==> config.mk <==
export PLATFORM = sky130hd
export DESIGN_NAME = uart_tx
export DESIGN_NICKNAME = d
export VERILOG_FILES = /design/src/rtl/uart_tx.sv
export SDC_FILE = /design/constraint.sdc
export NUM_CORES = 1
export LEC_CHECK = 0
export CORE_MARGIN = 2
export CORE_UTILIZATION = 25
export CTS_BUF_LIST = sky130_fd_sc_hd__clkbuf_16
export CTS_CLUSTER_DIAMETER = 30
export CTS_CLUSTER_SIZE = 20
export DETAILED_ROUTE_END_ITERATION = 10
export PLACE_DENSITY_LB_ADDON = 0.25
export SETUP_SLACK_MARGIN = 0.5
export SKIP_LAST_GASP = 1
export SYNTH_ARGS = -nofsm -noshare
export SYNTH_HDL_FRONTEND = slang
export SYNTH_SLANG_ARGS = --single-unit
==> constraint.sdc <==
create_clock -name clk -period 2.4 [get_ports clk]
set_input_delay 0.24 -clock clk [delete_from_list [all_inputs] [get_ports clk]]
set_output_delay 0.24 -clock clk [all_outputs]
set_load 0.02 [all_outputs]
==> src/rtl/uart_tx.sv <==
// FIFO-fed UART transmitter with an internal 16x-oversampling baud tick.
// Define UART_TX_PARITY_EN to insert an even-parity bit between data and stop.
module uart_tx #(
  parameter int DBIT    = 8,
  parameter int SB_TICK = 16,
  parameter int DVSR    = 163,
  parameter int DVSR_W  = 8
) (
  input  logic            clk,
  input  logic            reset,
  input  logic            tx_empty,
  input  logic [DBIT-1:0] tx_data,
  output logic            tx_rd,
  output logic            tx,
  output logic            tx_busy,
  output logic            tx_done_tick
);
  localparam int S_W = ($clog2(SB_TICK) > 4) ? $clog2(SB_TICK) : 4;
  localparam int N_W = (DBIT > 1) ? $clog2(DBIT) : 1;

`ifdef UART_TX_PARITY_EN
  typedef enum logic [2:0] {IDLE, START, DATA, PARITY, STOP} state_t;
`else
  typedef enum logic [1:0] {IDLE, START, DATA, STOP} state_t;
`endif

  state_t            state_reg, state_next;
  logic [DVSR_W-1:0] b_reg, b_next;
  logic [S_W-1:0]    s_reg, s_next;
  logic [N_W-1:0]    n_reg, n_next;
  logic [DBIT-1:0]   sh_reg, sh_next;
  logic              tx_reg, tx_next;
  logic              tick;
`ifdef UART_TX_PARITY_EN
  logic              par_reg, par_next;
`endif

  assign tick = (b_reg == DVSR_W'(DVSR - 1));

  always_ff @(posedge clk) begin
    if (reset) begin
      state_reg <= IDLE;
      b_reg     <= '0;
      s_reg     <= '0;
      n_reg     <= '0;
      sh_reg    <= '0;
      tx_reg    <= 1'b1;
`ifdef UART_TX_PARITY_EN
      par_reg   <= 1'b0;
`endif
    end else begin
      state_reg <= state_next;
      b_reg     <= b_next;
      s_reg     <= s_next;
      n_reg     <= n_next;
      sh_reg    <= sh_next;
      tx_reg    <= tx_next;
`ifdef UART_TX_PARITY_EN
      par_reg   <= par_next;
`endif
    end
  end

  always_comb begin
    state_next   = state_reg;
    b_next       = '0;
    s_next       = s_reg;
    n_next       = n_reg;
    sh_next      = sh_reg;
    tx_rd        = 1'b0;
    tx_done_tick = 1'b0;
    tx_next      = 1'b1;
`ifdef UART_TX_PARITY_EN
    par_next     = par_reg;
`endif
    // Baud divisor only runs while a frame is in flight.
    if (state_reg != IDLE)
      b_next = tick ? '0 : b_reg + 1'b1;

    case (state_reg)
      IDLE:
        if (!tx_empty && !reset) begin
          tx_rd      = 1'b1;
          sh_next    = tx_data;
          s_next     = '0;
          n_next     = '0;
          state_next = START;
`ifdef UART_TX_PARITY_EN
          par_next   = ^tx_data;
`endif
        end
      START:
        if (tick) begin
          if (s_reg == S_W'(15)) begin
            s_next     = '0;
            state_next = DATA;
          end else
            s_next = s_reg + 1'b1;
        end
      DATA:
        if (tick) begin
          if (s_reg == S_W'(15)) begin
            s_next  = '0;
            sh_next = sh_reg >> 1;
            if (n_reg == N_W'(DBIT - 1))
`ifdef UART_TX_PARITY_EN
              state_next = PARITY;
`else
              state_next = STOP;
`endif
            else
              n_next = n_reg + 1'b1;
          end else
            s_next = s_reg + 1'b1;
        end
`ifdef UART_TX_PARITY_EN
      PARITY:
        if (tick) begin
          if (s_reg == S_W'(15)) begin
            s_next     = '0;
            state_next = STOP;
          end else
            s_next = s_reg + 1'b1;
        end
`endif
      STOP:
        if (tick) begin
          if (s_reg == S_W'(SB_TICK - 1)) begin
            tx_done_tick = 1'b1;
            state_next   = IDLE;
          end else
            s_next = s_reg + 1'b1;
        end
      default: state_next = IDLE;
    endcase

    // Line level follows the state being entered, so tx changes exactly on bit edges.
    case (state_next)
      START:   tx_next = 1'b0;
      DATA:    tx_next = sh_next[0];
`ifdef UART_TX_PARITY_EN
      PARITY:  tx_next = par_reg;
`endif
      default: tx_next = 1'b1;
    endcase
  end

  assign tx      = tx_reg;
  assign tx_busy = (state_reg != IDLE);

endmodule

==> impl_metrics.tcl <==
set metrics [dict create \
    outcome "finished, final reports clean" \
    drive_above_1_share 0.274 \
    nNetsFinal 213 \
    clkSlewWorstSetupHoldPaths_ns 0.06 \
    synthTopCellsByArea "dfxtp_1, ha_1, nor2_1" \
    critPathMaxStageDelay_ns 0.36 \
    place_ws_ns 0.330 \
    synthArstFlopShare 0 \
    drt_wl_total_mm 3.32 \
    die_h_um 79.3 \
    vias 1248 \
    finalCritPeriodShare 0.796 \
    regToRegEndpoint "tx" \
    antenna_found_initial 0 \
    hold_path.class "register to register" \
    pwr-share-clk 0.357 \
    reg2reg_slack_ns 0.49 \
    drv_cap 0 \
    grt_max_degree 23 \
    synthesis.nets 184 \
    grt_setup_unrepaired "yes" \
    placed_area_um2 1690 \
    cp-endpoint "tx" \
    setup-violations-final 0 \
    gp_congestion 0.739 \
    relSlewSlack 0.601 \
    start_util 0.258 \
    wl_per_cell_um 12.7 \
    grt_pass1_wl_mm 5.41 \
    avgSynthCellArea_um2 8.70 \
    fin_area_um2 1980 \
    endpoint_kind "register" \
    core_area_um2 5510 \
    finalHoldViolCount 0 \
    syn_inst 163 \
    ys_seq_area_frac 0.367 \
    p_int_w 0.000764 \
    top_usage_layer "met2" \
    ys_types 43 \
    yosysWarningCount 0 \
    seqPwrFrac 0.455 \
    max_freq_mhz 524 \
    synth_area_leader_cell "dfxtp_1" \
    crit_slowest_cell "dfxtp_4" \
    fill_cells 574 \
    leakage_nw 0.726 \
    worst_slack_ns 0.490 \
    insertion_delay_ns 0.26 \
    cts_tree "done" \
    swShare 0.248 \
    syn_area_um2 1420 \
    routed_via_density 4.76 \
    worstSetupPathType "register to register" \
    power.density_nw_per_um2 513 \
    synth-seq-cells 26 \
    worstSetupStartpoint "state_reg[0]" \
    root_buffer "clkbuf_16" \
    gr-usage-met3 0.0273 \
    combPwrFrac 0.188 \
    ir_drop_mv 0.244 \
    power.switching_w 0.000252 \
    cp_cell_sequence "clkinvlp_4 > ha_4 > buf_6 > nand4b_1 > o311ai_1 > nor4b_4 > and2b_1 > a31oi_1" \
    grt-ovfl-total 0 \
    fp-row-count 27 \
    ctsHtreeMaxLevel 1 \
    first_pass_iters 3 \
    layout_common_cells "dfxtp_1, nor2_1, buf_4, clkdlybuf4s50_1" \
    grt_usage 0.109 \
    grt_pass1_vias 1137 \
    cts_inserted_buffers 3 \
    fin_skew_ns 0.00509 \
    initialDrtViolationCount 63 \
    synth_ff_type "dfxtp_1" \
    gr-usage-met1 0.153 \
    yosysTopAreaCellShare 0.367 \
    finalSetupTns_ns 0 \
    slew_viol_final 0 \
    worstHoldStart "b_reg[0]" \
    place_hpwl_mm 2.31 \
    numClockSinks 26 \
    drtAntennaViolNets 0 \
    tightest_slew_ns 0.592 \
    antenna_cells 0 \
    final_common_cell "dfxtp_1" \
    io_buffers 14 \
    met2_usage 0.159 \
    syn2layout_area_growth_pct 39.5 \
    worstPathMaxFanout 4 \
    rr_worst_depth 8 \
    cp.arrival_ns 2.04 \
    cp.required_ns 2.53 \
    cts.path.max_buffers 2 \
    timing.rr.start "state_reg[0]" \
    io_pins 15 \
    finalCriticalPeriod_ns 1.91 \
    synth_edf_count 0 \
    die_x_um 79.3 \
    drc 0 \
    worstSetupStartpointType "register" \
    die_area_um2 6290 \
]
layer usage:
metal | wire length, µm | vias up
li1 | - | 645
met1 | 1730 | 586
met2 | 1460 | 12
met3 | 79 | 5
met4 | 48 | 0
met5 | 0 | -
cell usage after synthesis (4+ instances only):
master and n:
a221oi_1 6, and3_1 5, dfxtp_1 26, ha_1 10, inv_1 4, mux2i_1 4
nand2_1 8, nand3_1 8, nor2_1 23, nor3_1 9, o21ai_0 6, xor2_1 4
how the worst min path moves through the flow:
| stage | slack (ns) | cells after the start | endpoint |
|---|---|---|---|
| 2_1_floorplan | 0.39 | 2 | sh_reg[7] |
| 3_3_place_gp | 0.45 | 1 | b_reg[0] |
| 3_5_place_dp | 0.45 | 1 | b_reg[0] |
| 4_1_cts | 0.46 | 2 | sh_reg[7] |
| 5_1_grt | 0.48 | 1 | b_reg[0] |
| 6_report | 0.46 | 1 | b_reg[0] |
cells by family after synthesis:
group                    after synthesis  synth area share
adder cells (fa/ha/maj)               10            0.0882
XOR/XNOR                               6            0.0370
flip-flops                            26             0.367
buffers and inverters                 11            0.0361
multiplexers                           5            0.0362
AND/OR/NAND/NOR                       77             0.292
AO/OA/AOI/OAI                         28             0.144
cell type report:
type,count,area (µm²),share of cell area
Timing Repair Buffer,31,270,0.137
Sequential cell,26,528,0.267
Multi-Input combinational cell,126,997,0.504
Tap cell,72,90.1,0.0455
Clock buffer,3,75.1,0.0379
Inverter,4,18.8,0.00948
metrics by stage:
stage	hold WS [ns]	instances	util	total power [W]
after floorplan	0.392	163	-	0.000562
after global placement	0.446	252	0.307	0.000623
after detailed placement	0.454	252	0.307	0.000623
after CTS	0.462	255	0.322	0.000993
after global routing	0.483	262	0.359	0.00107
final	0.459	262	0.359	0.00102
power groups by stage:
| stage | clock, W | sequential (W) | combinational, W |
|---|---|---|---|
| floorplan | 0 | 0.000471 | 0.0000917 |
| CTS | 0.000380 | 0.000461 | 0.000152 |
| global route | 0.000401 | 0.000464 | 0.000210 |
| global placement | 0 | 0.000471 | 0.000151 |
| finish | 0.000363 | 0.000462 | 0.000191 |
| detailed placement | 0 | 0.000471 | 0.000152 |
what timing repair did:
item,4_1_cts,5_1_grt
resized for setup,8,33
hold buffers,0,0
setup endpoints to repair,11,20
buffers inserted,0,7
hold endpoints to repair,0,0
pin swaps,0,6
critical path, delay by kind of cell, from the launching register on:
kind / cells / cell delay (ns)
AOI/OAI and AO/OA: 2 / 0.37
adders and majority gates: 1 / 0.18
buffers and inverters: 2 / 0.23
DFF: 1 / 0.36
and+or+nand+nor: 3 / 0.64
No activity file was read; power rests on OpenSTA's default activity.
